## src/rtl/fetch_unit.sv

```systemverilog
// rtl/fetch_unit.sv - instruction fetch: PC sequencing, one-deep memory pipeline, FIFO to decode
module fetch_unit #(
  parameter int ADDR_WIDTH  = 32,
  parameter int DATA_WIDTH  = 32,
  parameter int QUEUE_DEPTH = 4,
  parameter logic [ADDR_WIDTH-1:0] RESET_PC = '0
) (
  input  logic                          clk,
  input  logic                          reset_n,
  output logic                          imem_req,
  output logic [ADDR_WIDTH-1:0]         imem_addr,
  input  logic [DATA_WIDTH-1:0]         imem_rdata,
  input  logic                          redirect_valid,
  input  logic [ADDR_WIDTH-1:0]         redirect_pc,
  output logic                          out_valid,
  input  logic                          out_ready,
  output logic [ADDR_WIDTH-1:0]         out_pc,
  output logic [DATA_WIDTH-1:0]         out_instruction,
  output logic [$clog2(QUEUE_DEPTH):0]  queue_count
);

  localparam int PTR_W = $clog2(QUEUE_DEPTH);
  localparam int CNT_W = PTR_W + 1;
  // Occupancy is count + inflight, which can reach QUEUE_DEPTH + 1 bits worth
  // of headroom, so compare in a one-bit-wider domain.
  localparam logic [CNT_W:0] DEPTH_EXT = (CNT_W + 1)'(QUEUE_DEPTH);
  localparam logic [ADDR_WIDTH-1:0] ALIGN_MASK = ~(ADDR_WIDTH'(3));
  localparam logic [ADDR_WIDTH-1:0] PC_STEP = ADDR_WIDTH'(4);

  // Fetch PC and the single outstanding memory request.
  logic [ADDR_WIDTH-1:0] pc;
  logic [ADDR_WIDTH-1:0] inflight_pc;
  logic                  inflight;

  // Queue storage and bookkeeping.
  logic [ADDR_WIDTH-1:0] pc_mem    [QUEUE_DEPTH];
  logic [DATA_WIDTH-1:0] instr_mem [QUEUE_DEPTH];
  logic [PTR_W-1:0]      wr_ptr;
  logic [PTR_W-1:0]      rd_ptr;
  logic [CNT_W-1:0]      count;

  logic [CNT_W:0]        occupancy;
  logic                  issue;
  logic                  push;
  logic                  pop;

  // Credit check counts the outstanding request as already occupying a slot,
  // and ignores a same-cycle pop so the decision never depends on out_ready.
  always_comb begin
    occupancy = {1'b0, count} + {{CNT_W{1'b0}}, inflight};
    issue     = reset_n && !redirect_valid && (occupancy < DEPTH_EXT);
    out_valid = reset_n && (count != '0);
    push      = reset_n && inflight && !redirect_valid;
    pop       = out_valid && out_ready;
  end

  assign imem_req        = issue;
  assign imem_addr       = pc;
  assign queue_count     = count;
  assign out_pc          = pc_mem[rd_ptr];
  assign out_instruction = instr_mem[rd_ptr];

  // Queue payload write; contents are only meaningful where count says so,
  // so the storage itself needs no reset.
  always_ff @(posedge clk) begin
    if (push) begin
      pc_mem[wr_ptr]    <= inflight_pc;
      instr_mem[wr_ptr] <= imem_rdata;
    end
  end

  // PC sequencing, request tracking and queue pointers; redirect flushes
  // everything after any coinciding pop has been handed to the consumer.
  always_ff @(posedge clk) begin
    if (!reset_n) begin
      pc          <= RESET_PC;
      inflight    <= 1'b0;
      inflight_pc <= RESET_PC;
      wr_ptr      <= '0;
      rd_ptr      <= '0;
      count       <= '0;
    end else if (redirect_valid) begin
      pc       <= redirect_pc & ALIGN_MASK;
      inflight <= 1'b0;
      wr_ptr   <= '0;
      rd_ptr   <= '0;
      count    <= '0;
    end else begin
      inflight <= issue;
      if (issue) begin
        inflight_pc <= pc;
        pc          <= pc + PC_STEP;
      end
      if (push) begin
        wr_ptr <= wr_ptr + PTR_W'(1);
      end
      if (pop) begin
        rd_ptr <= rd_ptr + PTR_W'(1);
      end
      count <= count + CNT_W'(push) - CNT_W'(pop);
    end
  end

endmodule

```

## config.mk

```make
export PLATFORM = sky130hd
export DESIGN_NAME = fetch_unit
export DESIGN_NICKNAME = d
export VERILOG_FILES = /design/src/rtl/fetch_unit.sv
export SDC_FILE = /design/constraint.sdc
export NUM_CORES = 1
export LEC_CHECK = 0
export CORE_MARGIN = 3
export CORE_UTILIZATION = 48
export CTS_BUF_LIST = sky130_fd_sc_hd__clkbuf_8 sky130_fd_sc_hd__clkbuf_16
export CTS_CLUSTER_DIAMETER = 200
export DETAILED_ROUTE_END_ITERATION = 8
export HOLD_SLACK_MARGIN = 0.06
export PLACE_DENSITY = 0.72
export SLEW_MARGIN = 25
export SYNTH_ARGS = -nofsm -noshare
export SYNTH_HDL_FRONTEND = slang
export SYNTH_SLANG_ARGS = --single-unit
export TNS_END_PERCENT = 100
```

## constraint.sdc

```tcl
create_clock -name clk -period 2.9 [get_ports clk]
set_input_delay 0.58 -clock clk [delete_from_list [all_inputs] [get_ports clk]]
set_output_delay 0.58 -clock clk [all_outputs]
set_load 0.05 [all_outputs]
```

==> impl_metrics.yaml, run 1 <==
setup_path:
  critical_path.reg2reg.endpoint: "imem_addr[21]$_SDFFE_PN0P_"
  ff2ff_path_depth: 5
  setup.worst_path.start_class: "flip-flop"
  endpoint_kind: "output port"
  flop_to_flop_setup_slack_ns: 0.55
  timing.critical_path.required_ns: 2.32
  cp_max_fo: 21
  critical_path_arrival_ns: 2.07
  rr_startpoint: "queue_count[1]$_SDFF_PP0_"
  worst-setup-path-type: "reg2out"
global_route:
  groute.usage.overall_pct: 18.39
  grt_pass1_vias: 7117
  maximum_number_of_pins_on_one_net_before_global_route_repair: 62
  globalRoute.totalOverflow: 0
  grt_pass1_wl_mm: 40.49
  antenna_found_initial: 0
clock_tree:
  clk_transition_reported_paths_ns: 0.06
  cts-root-to-sink-buffers: 3
  tritoncts: "built"
  tritoncts.num_buffers: 34
  hold_bufs_inserted_after_cts: 0
  cts_htree_levels: 2
  sinks_on_the_clock_net: 318
  worstSkewPairLatency_ns: 0.51
  clk_root_buffer_cell: "sky130_fd_sc_hd__clkbuf_16"
cells_and_area:
  layout-area-overhead-vs-synth_pct: 25.16
  multi_input_comb_area_um2: 3363
  total_area_of_sequential_cells_um2: 8856
  finish.net_count: 999
  layout_filler_cell_count: 1863
  antenna_cells_inserted: 0
  drive_gt1_share_pct: 22.46
synth:
  library_cell_with_the_highest_instance_count_after_synthesis: "sky130_fd_sc_hd__edfxtp_1"
  synth_async_sr_flop_share_pct: 0
  post_synth_inst_count: 737
  synth.cell_area_um2: 12410
  synthFlopType: "sky130_fd_sc_hd__edfxtp_1"
  synth_enable_flop_cells: 248
  synth-warning-count: 0
  postSynthAreaPerCell_um2: 16.84
  yosysUniqueCellTypes: 57
  yosys-top-cells-area: "sky130_fd_sc_hd__edfxtp_1 60%, sky130_fd_sc_hd__dfxtp_1 11%, sky130_fd_sc_hd__mux4_2 11%, sky130_fd_sc_hd__nand2_1 2.9%, sky130_fd_sc_hd__a21boi_0 2.1%"
  synth.yosys.seq_area_share_pct: 71.30
  synth.top_cell.area_share_pct: 60.01
  yosysTopAreaCell: "sky130_fd_sc_hd__edfxtp_1"
  yosys-top-cells-count: "248 x sky130_fd_sc_hd__edfxtp_1, 97 x sky130_fd_sc_hd__nand2_1, 70 x sky130_fd_sc_hd__dfxtp_1, 62 x sky130_fd_sc_hd__mux4_2, 35 x sky130_fd_sc_hd__a21boi_0"
  postSynthRegisterBits: 318
placed_design:
  place.gp.congestion: 0.8528
  io_buffers: 162
  place.detailed.hpwl_mm: 15.91
route:
  wl_per_cell_um: 20.01
  drt_pre_antenna_iters: 5
  drc: 0
  dr_wl_met3_mm: 2.002
  dr_total_vias: 7013
  wl_met2_mm: 11.86
  top_layer: "met4"
  met1_wire_length_mm: 11.23
  viasPerCell: 5.505
  initial_drc_count: 566
  ant_nets: 0
  routed_wirelength_mm: 25.50
timing:
  setup-tns-final_ns: 0
  fin_crit_sh_pct: 91.52
  unrepaired_setup_endpoints_after_global_routing: "false"
  clock-skew-final_ns: 0.02548
  fin_hold_ws_ns: 0.4934
  final_period_minus_worst_setup_slack_ns: 2.654
  fmaxAchievable_mhz: 376.8
  worst_slew_margin_rel_pct: 38.59
  timing_max_transition_violations_final: 0
  finalSetupViolCount: 0
  worst_slew_pin_slew_ns: 0.9211
  finalHoldViolations: 0
hold_path:
  worst_hold_path.num_cells: 0
  critical_hold_path_startpoint: "inflight_pc[28]$_SDFFE_PN0P_"
  worstHoldPathType: "reg2reg"
  whs_endpoint: "pc_mem[0][28]$_DFFE_PP_"
floorplanning:
  ioPinCount: 169
  row_count: 58
  die_y_um: 166.8
  placeableCoreArea_um2: 25330
  die_width_um: 166.8
  die_area_um2: 27820
  floorplan.initialDensity_pct: 49.00
pwr:
  share_clk_of_total_power_pct: 40.8
  power.sequential.fraction_pct: 53.5
  switching_share_pct: 21.50
  cell_internal_pwr_uw: 7391
  net-switching-power_uw: 2024
  vdd_ir_drop_max_mv: 0.3952
  pwr_density_cell_nw_per_um2: 606.2
  power_frac_comb_pct: 5.7
  leakagePower_uw: 0.005307
job:
  maxCapViolCount: 0
run_status:
  status: "complete, no violations"
-- cells in the final DEF, fill, tap and decap left out, drive strengths merged, types with 2 or more instances in the layout --
cell and count:
nor4 12, and2 3, nand3 5, o211a 2, inv 26, clkinv 5
nor3b 2, dfxtp 70, and3 7, edfxtp 248, a22o 4, dlygate4sd2 7
xor2 5, a21boi 36, nor3 7, xnor2 16, a22oi 2, mux4 62
o21ai 21, clkbuf 36, conb 4, nor2 12, or4 4, nand2 97
a21oi 20, buf 83, o21a 2, o31a 4, nor4b 2, o311ai 2
nand4 9, and4 2, mux2 2, clkdlybuf4s50 98, nor2b 2, o211ai 3
ha 8
-- how the worst max path moves through the flow --
stage                                  to  slack (ns)                      start  cells past startpoint
6_report                       out_pc[28]        0.25                  flip-flop                      3
5_1_grt                          imem_req        0.14  queue_count[1]$_SDFF_PP0_                      5
4_1_cts                        out_pc[28]        0.17                  flip-flop                      3
3_5_place_dp   imem_addr[16]$_SDFFE_PN0P_        0.20                    reset_n                      6
3_3_place_gp   imem_addr[16]$_SDFFE_PN0P_        0.21                    reset_n                      6
2_1_floorplan   queue_count[2]$_SDFF_PP0_        0.24  queue_count[1]$_SDFF_PP0_                      9
-- final cells by class --
cell class                 instances  share of cell area [%]
sequential                       318                   57.02
multi-input combinational        369                   21.65
timing repair buffer             189                   11.95
clock buffer                      36                   5.728
tap                              330                   2.659
clock inverter                    22                  0.7492
inverter                          10                  0.2417
-- worst max-delay path: stages, from the launching register on --
cell                      delay (ns)
sky130_fd_sc_hd__dfxtp_4        0.55
sky130_fd_sc_hd__buf_4          0.38
sky130_fd_sc_hd__mux4_2         0.41
sky130_fd_sc_hd__buf_4          0.22
-- cells by family after synthesis --
family	after synthesis	share of synthesized area [%]
simple gates	168	7.038
buf+inv	53	1.986
flops	318	71.30
xor+xnor	21	1.482
other cells	1	0.03022
mux	65	11.54
compound gates	102	5.646
fa+ha+maj	9	0.9680
-- power groups by stage --
stage,clock [µW],combinational [µW],sequential [µW]
finish,3840,541,5040
CTS,3940,544,5030
global placement,0,536,5130
global route,4140,578,5040
floorplan,0,210,5200
detailed placement,0,541,5130
-- metrics by stage --
| step | power (µW) | instance area (µm²) | std cells | util (%) | setup WS, ns |
|---|---|---|---|---|---|
| global placement | 5663 | 14460 | 1212 | 57.09 | 0.2076 |
| detailed placement | 5670 | 14460 | 1212 | 57.09 | 0.1970 |
| floorplan | 5411 | 12430 | 740 | - | 0.2414 |
| global route | 9755 | 15530 | 1274 | 61.32 | 0.1355 |
| finish | 9415 | 15530 | 1274 | 61.32 | 0.2458 |
| CTS | 9520 | 15530 | 1274 | 61.32 | 0.1673 |
-- flip-flops by register name, indices dropped and copies added (netlist names), named ones only --
register     count
rd_ptr           2
wr_ptr           2
imem_addr       30
inflight         1
pc_mem         120
instr_mem      128
inflight_pc     30
queue_count      3
-- timing repair --
item / 4_1_cts / 5_1_grt
endpoints found under the setup margin: 52 / 0
endpoints found under the hold margin: 0 / 0
setup buffers: 3 / 0
gates resized for setup: 8 / 0
-- layer usage --
layer	GRT usage, %	up-vias
met2	28.60	266
met5	0	-
li1	-	3228
met1	26.33	3484
met3	4.937	35
met4	4.448	0
Note: power is estimated with default switching activity, not from simulation.
==> run 2, diff against run 1 <==
--- a/config.mk
+++ b/config.mk
@@ -5,13 +5,16 @@
 export SDC_FILE = /design/constraint.sdc
 export NUM_CORES = 1
 export LEC_CHECK = 0
+export CELL_PAD_IN_SITES_DETAIL_PLACEMENT = 1
+export CELL_PAD_IN_SITES_GLOBAL_PLACEMENT = 1
 export CORE_MARGIN = 3
-export CORE_UTILIZATION = 48
+export CORE_UTILIZATION = 42
 export CTS_BUF_LIST = sky130_fd_sc_hd__clkbuf_8 sky130_fd_sc_hd__clkbuf_16
 export CTS_CLUSTER_DIAMETER = 200
+export CTS_CLUSTER_SIZE = 10
 export DETAILED_ROUTE_END_ITERATION = 8
 export HOLD_SLACK_MARGIN = 0.06
-export PLACE_DENSITY = 0.72
+export PLACE_DENSITY = 0.74
 export SLEW_MARGIN = 25
 export SYNTH_ARGS = -nofsm -noshare
 export SYNTH_HDL_FRONTEND = slang
==> run 2 against run 1 <==
Net effect:
- hold slack got worse by 0.11 ns
- non-clock buffer count down 1
- count of clock-buffer cells in the layout is 4 higher
- combinational power up 3%
- register-to-register slack lost 0.15 ns
- cell area up 0.80%
- power up 2.8%
- clock skew shrank 0.0052 ns
- critical endpoint is now out_pc[23]
- core utilization shrank 7.2 points
- sequential share of layout area decreased by 0.45 points
- largest power group unchanged
==> impl_metrics.yaml, run 2 (synthesis results as in run 1) <==
run_status:
  status: "complete, no violations"
floorplanning:
  floorplan.initialDensity_pct: 42.89
  placeableCoreArea_um2: 28940
  ioPinCount: 169
  die_y_um: 177.9
  die_area_um2: 31640
  row_count: 62
  die_width_um: 177.9
timing:
  finalHoldViolations: 0
  setup-tns-final_ns: 0
  fin_crit_sh_pct: 95.22
  worst_slew_pin_slew_ns: 0.9194
  timing_max_transition_violations_final: 0
  finalSetupViolCount: 0
  worst_slew_margin_rel_pct: 38.71
  fmaxAchievable_mhz: 362.1
  unrepaired_setup_endpoints_after_global_routing: "false"
  final_period_minus_worst_setup_slack_ns: 2.761
  clock-skew-final_ns: 0.02025
setup_path:
  worst-setup-path-type: "reg2out"
  timing.critical_path.required_ns: 2.32
  endpoint_kind: "output port"
  timing.critical_path.buf_inv: 2
  critical_path.cell_chain: "buf_4 -> mux4_2 -> buf_4"
  cp_max_fo: 13
  timing.critical_path.slowest_stage_cell: "sky130_fd_sc_hd__mux4_2"
  critPathMostFrequentCell: "sky130_fd_sc_hd__buf_4"
  setup.worst_path.start_class: "flip-flop"
  critPathTopFamily: "multiplexers"
  cpPeakStageDelay_ns: 0.56
  critical_path_arrival_ns: 2.18
clock_tree:
  cts-root-to-sink-buffers: 3
  cts_htree_levels: 2
  clk_root_buffer_cell: "sky130_fd_sc_hd__clkbuf_16"
  worstSkewPairLatency_ns: 0.51
  sinks_on_the_clock_net: 318
  post_cts_resize_count: 0
  hold_bufs_inserted_after_cts: 0
  post_cts_buffers: 0
  tritoncts: "built"
  clk_transition_reported_paths_ns: 0.06
  tritoncts.num_buffers: 37
cells_and_area:
  total_area_of_sequential_cells_um2: 8856
  layout_filler_cell_count: 2654
  number_of_flip_flops_under_the_largest_register_name: 128
  final_cells: 1328
  layout-area-overhead-vs-synth_pct: 26.15
  layout.cells.most_common_list: "248 x sky130_fd_sc_hd__edfxtp_1, 97 x sky130_fd_sc_hd__nand2_1, 97 x sky130_fd_sc_hd__clkdlybuf4s50_1, 74 x sky130_fd_sc_hd__buf_4, 68 x sky130_fd_sc_hd__dfxtp_1"
  antenna_cells_inserted: 0
  multi_input_comb_area_um2: 3363
  mostFrequentLayoutCell: "sky130_fd_sc_hd__edfxtp_1"
  regMostFlops: "instr_mem"
  top_regs: "instr_mem: 128 flops, pc_mem: 120 flops"
  finish.net_count: 1001
  drive_gt1_share_pct: 22.99
  post-route-cell-area_um2: 15660
global_route:
  antenna_found_initial: 0
  grt_pass1_vias: 7815
  groute.usage.overall_pct: 18.48
  grt_pass1_wl_mm: 45.01
  maximum_number_of_pins_on_one_net_before_global_route_repair: 63
  globalRoute.totalOverflow: 0
placed_design:
  place.gp.congestion: 0.7823
  area_post_placement_um2: 14590
  io_buffers: 162
  place_inst: 1269
  place.detailed.hpwl_mm: 18.36
job:
  maxCapViolCount: 0
pwr:
  share_clk_of_total_power_pct: 42.2
  switching_share_pct: 21.52
  cell_internal_pwr_uw: 7599
  power_frac_comb_pct: 5.8
  vdd_ir_drop_max_mv: 0.3030
  fin_total_pwr_uw: 9682
  pwr_density_cell_nw_per_um2: 618.5
  leakagePower_uw: 0.005343
  power.sequential.fraction_pct: 52.0
  net-switching-power_uw: 2084
route:
  wl_per_cell_um: 21.67
  drc: 0
  dr_total_vias: 7105
  viasPerCell: 5.350
  drt_pre_antenna_iters: 5
  ant_nets: 0
  initial_drc_count: 466
  routed_wirelength_mm: 28.78
hold_path:
  worstHoldPathType: "in2reg"
[run 2: stage by stage]
stage                     worst slack (ns)  utilization, %  hold WS [ns]
after floorplan                     0.2414               -        0.4600
after global placement              0.2347           50.42        0.4760
after detailed placement            0.2177           50.42        0.4851
after CTS                          0.06772           54.10        0.3697
after global routing               0.01662           54.10        0.3871
final                               0.1386           54.10        0.3878
[run 2: cell type report]
| cell class | instances | area share [%] |
|---|---|---|
| flip-flops and latches | 318 | 56.57 |
| multi-input cells | 369 | 21.48 |
| repair buffers | 188 | 11.83 |
| clock buffers | 40 | 6.322 |
| well taps | 384 | 3.069 |
| clock inverters | 19 | 0.4875 |
| inverters | 10 | 0.2398 |
[run 2: power groups by stage]
stage / clock network, µW / logic [µW] / registers [µW]
2_1_floorplan: 0 / 210 / 5200
3_3_place_gp: 0 / 550 / 5130
4_1_cts: 4200 / 564 / 5030
3_5_place_dp: 0 / 559 / 5130
6_report: 4090 / 557 / 5030
5_1_grt: 4380 / 595 / 5040
[run 2: layer usage]
metal  part of all wire (%)  global-route usage (%)  up-vias  wire length [µm]
li1                       -                       -     3237                 -
met1                     46                   25.57     3631             13100
met2                     47                   30.05      196             13640
met3                    5.3                   4.086       41              1539
met4                    1.8                   4.319        0               504
met5                      0                       0        -                 0
[run 2: worst reg2reg max path, cell delays in order, from the launching register on]
cell and delay, ns:
sky130_fd_sc_hd__dfxtp_1 0.41, sky130_fd_sc_hd__ha_1 0.29, sky130_fd_sc_hd__nand3b_1 0.28, sky130_fd_sc_hd__o22a_1 0.59, sky130_fd_sc_hd__buf_4 0.31, sky130_fd_sc_hd__nor4_4 0.27, sky130_fd_sc_hd__xnor2_1 0.15, sky130_fd_sc_hd__a21oi_1 0.08
[run 2: path summary, 6_finish.rpt]
| path | to | start | slack (ns) | cells after the start |
|---|---|---|---|---|
| worst min register to register | pc_mem[1][6]$_DFFE_PP_ | inflight_pc[6]$_SDFFE_PN0P_ | 0.50 | 0 |
| worst max-delay path | out_pc[23] | flip-flop | 0.14 | 3 |
| worst min-delay path | imem_addr[11]$_SDFFE_PN0P_ | reset_n | 0.39 | 3 |
| worst max register to register | imem_addr[30]$_SDFFE_PN0P_ | queue_count[1]$_SDFF_PP0_ | 0.40 | 7 |
==> run 3, diff against run 2 <==
--- a/config.mk
+++ b/config.mk
@@ -10,7 +10,6 @@
 export CORE_MARGIN = 3
 export CORE_UTILIZATION = 42
 export CTS_BUF_LIST = sky130_fd_sc_hd__clkbuf_8 sky130_fd_sc_hd__clkbuf_16
-export CTS_CLUSTER_DIAMETER = 200
 export CTS_CLUSTER_SIZE = 10
 export DETAILED_ROUTE_END_ITERATION = 8
 export HOLD_SLACK_MARGIN = 0.06
==> run 3 against run 2 <==
Net effect:
- routed wire length is 2.1% lower
- clock power decreased by 2%
- critical path depth unchanged
- first-iteration DRC count fell by 9.9%
- cell area about the same
- power fell by 0.72%
- global-route usage down 0.39 points
- flip-flop and latch count is the same
- setup slack got worse by 0.010 ns
- non-clock buffer count stayed put
- critical path type unchanged
- critical endpoint is now out_pc[24]
- largest cell class unchanged
- largest power group unchanged
==> impl_metrics.yaml, run 3 (synthesis results as in run 1) <==
global_route:
  grt_pass1_vias: 7738
  globalRoute.totalOverflow: 0
  groute.usage.overall_pct: 18.09
  use_met1_pct: 24.94
  grt_busiest_layer: "met2"
  grt_use_met3_pct: 4.514
  maximum_number_of_pins_on_one_net_before_global_route_repair: 63
  grt_pass1_wl_mm: 44.06
  antenna_found_initial: 0
  groute.layer.met2.usage_pct: 29.22
setup_path:
  timing.critical_path.slowest_stage_cell: "sky130_fd_sc_hd__mux4_2"
  cpPeakStageDelay_ns: 0.57
  setup.worst_path.start_class: "flip-flop"
  critPathTopFamily: "multiplexers"
  critical_path.cell_chain: "buf_4 -> mux4_2 -> buf_4"
  rr_startpoint: "queue_count[1]$_SDFF_PP0_"
  timing.critical_path.buf_inv: 2
  critPathMostFrequentCell: "sky130_fd_sc_hd__buf_4"
  worst_setup_path_endpoint: "out_pc[24]"
  critical_path_arrival_ns: 2.19
  endpoint_kind: "output port"
  critical_path.reg2reg.endpoint: "imem_addr[30]$_SDFFE_PN0P_"
  flop_to_flop_setup_slack_ns: 0.43
  timing.critical_path.required_ns: 2.32
  cp_max_fo: 13
  worst-setup-path-type: "reg2out"
  ff2ff_path_depth: 7
  crit_cells: 3
clock_tree:
  worstSkewPairLatency_ns: 0.50
  hold_bufs_inserted_after_cts: 0
  tritoncts.num_buffers: 38
  post_cts_buffers: 0
  sinks_on_the_clock_net: 318
  cts_htree_levels: 2
  post_cts_resize_count: 0
  cts-root-to-sink-buffers: 3
  clk_root_buffer_cell: "sky130_fd_sc_hd__clkbuf_16"
  clk_transition_reported_paths_ns: 0.06
  tritoncts: "built"
route:
  dr_total_vias: 7064
  wl_per_cell_um: 21.23
  routed_wirelength_mm: 28.17
  viasPerCell: 5.323
  drt_pre_antenna_iters: 4
  initial_drc_count: 420
  ant_nets: 0
  drc: 0
hold_path:
  worstHoldPathType: "in2reg"
timing:
  setup-tns-final_ns: 0
  worst_slew_pin_slew_ns: 0.8987
  finalSetupViolCount: 0
  fmaxAchievable_mhz: 360.8
  final_period_minus_worst_setup_slack_ns: 2.772
  worst_slew_margin_rel_pct: 40.08
  unrepaired_setup_endpoints_after_global_routing: "false"
  clock-skew-final_ns: 0.02011
  timing_max_transition_violations_final: 0
  finalHoldViolations: 0
  fin_crit_sh_pct: 95.58
floorplanning:
  placeableCoreArea_um2: 28940
  floorplan.initialDensity_pct: 42.89
  die_y_um: 177.9
  ioPinCount: 169
  die_area_um2: 31640
  row_count: 62
  die_width_um: 177.9
run_status:
  status: "complete, no violations"
cells_and_area:
  regMostFlops: "instr_mem"
  finish.net_count: 1002
  layout-area-overhead-vs-synth_pct: 26.08
  final_cells: 1327
  drive_gt1_share_pct: 23.01
  antenna_cells_inserted: 0
  layout.core_utilization_pct: 54.07
  layout.cells.most_common_list: "248 x sky130_fd_sc_hd__edfxtp_1, 97 x sky130_fd_sc_hd__nand2_1, 97 x sky130_fd_sc_hd__clkdlybuf4s50_1, 74 x sky130_fd_sc_hd__buf_4, 68 x sky130_fd_sc_hd__dfxtp_1"
  number_of_flip_flops_under_the_largest_register_name: 128
  mostFrequentLayoutCell: "sky130_fd_sc_hd__edfxtp_1"
  top_regs: "instr_mem: 128 flops, pc_mem: 120 flops"
pwr:
  leakagePower_uw: 0.005334
  vdd_ir_drop_max_mv: 0.3019
  pwr_density_cell_nw_per_um2: 614.4
placed_design:
  place.detailed.hpwl_mm: 18.36
  io_buffers: 162
  place_inst: 1269
  place.gp.congestion: 0.7823
job:
  maxCapViolCount: 0
[run 3: worst min-delay path by stage]
| stage | startpoint | to | slack, ns | depth (start not counted) |
|---|---|---|---|---|
| 2_1_floorplan | inflight_pc[10]$_SDFFE_PN0P_ | pc_mem[0][10]$_DFFE_PP_ | 0.46 | 0 |
| 3_3_place_gp | inflight_pc[16]$_SDFFE_PN0P_ | pc_mem[3][16]$_DFFE_PP_ | 0.48 | 0 |
| 3_5_place_dp | inflight_pc[6]$_SDFFE_PN0P_ | pc_mem[1][6]$_DFFE_PP_ | 0.49 | 0 |
| 4_1_cts | reset_n | imem_addr[11]$_SDFFE_PN0P_ | 0.38 | 3 |
| 5_1_grt | reset_n | imem_addr[7]$_SDFFE_PN0P_ | 0.39 | 3 |
| 6_report | reset_n | imem_addr[11]$_SDFFE_PN0P_ | 0.40 | 3 |
[run 3: where the power goes]
group | switching, µW | total [µW] | internal [µW] | leakage [µW]
Sequential | 81.5 | 5040 | 4960 | 0.00300
Clock | 1630 | 4020 | 2390 | 0.000580
Combinational | 328 | 556 | 228 | 0.00176
Total | 2040 | 9610 | 7580 | 0.00533
[run 3: worst register-to-register path: stages (launching register included)]
cell and delay, ns:
sky130_fd_sc_hd__dfxtp_1 0.41, sky130_fd_sc_hd__ha_1 0.28, sky130_fd_sc_hd__nand3b_1 0.28, sky130_fd_sc_hd__o22a_1 0.58, sky130_fd_sc_hd__buf_4 0.30, sky130_fd_sc_hd__nor4_4 0.27, sky130_fd_sc_hd__xnor2_1 0.15, sky130_fd_sc_hd__a21oi_1 0.08
[run 3: metal layers]
layer  routed length (µm)  share of wire (%)  vias up
li1                     -                  -     3239
met1                12680                 45     3578
met2                13310                 47      207
met3                 1733                6.2       40
met4                  452                1.6        0
met5                    0                  0        -
[run 3: layout make-up]
cell class                 count  area [µm²]
fill                        2665       13290
multi-input combinational    369        3363
tap                          384       480.5
clock buffer                  39       975.9
sequential                   318        8856
inverter                      10       37.54
timing repair buffer         188        1852
clock inverter                19       81.33
[run 3: stage by stage]
stage          power, µW  hold slack [ns]  instance area (µm²)  setup WS, ns
2_1_floorplan       5411           0.4600                12430        0.2414
3_3_place_gp        5676           0.4760                14590        0.2347
3_5_place_dp        5686           0.4851                14590        0.2177
4_1_cts             9748           0.3806                15650       0.05986
5_1_grt             9959           0.3932                15650      0.008987
6_report            9612           0.3959                15650        0.1283
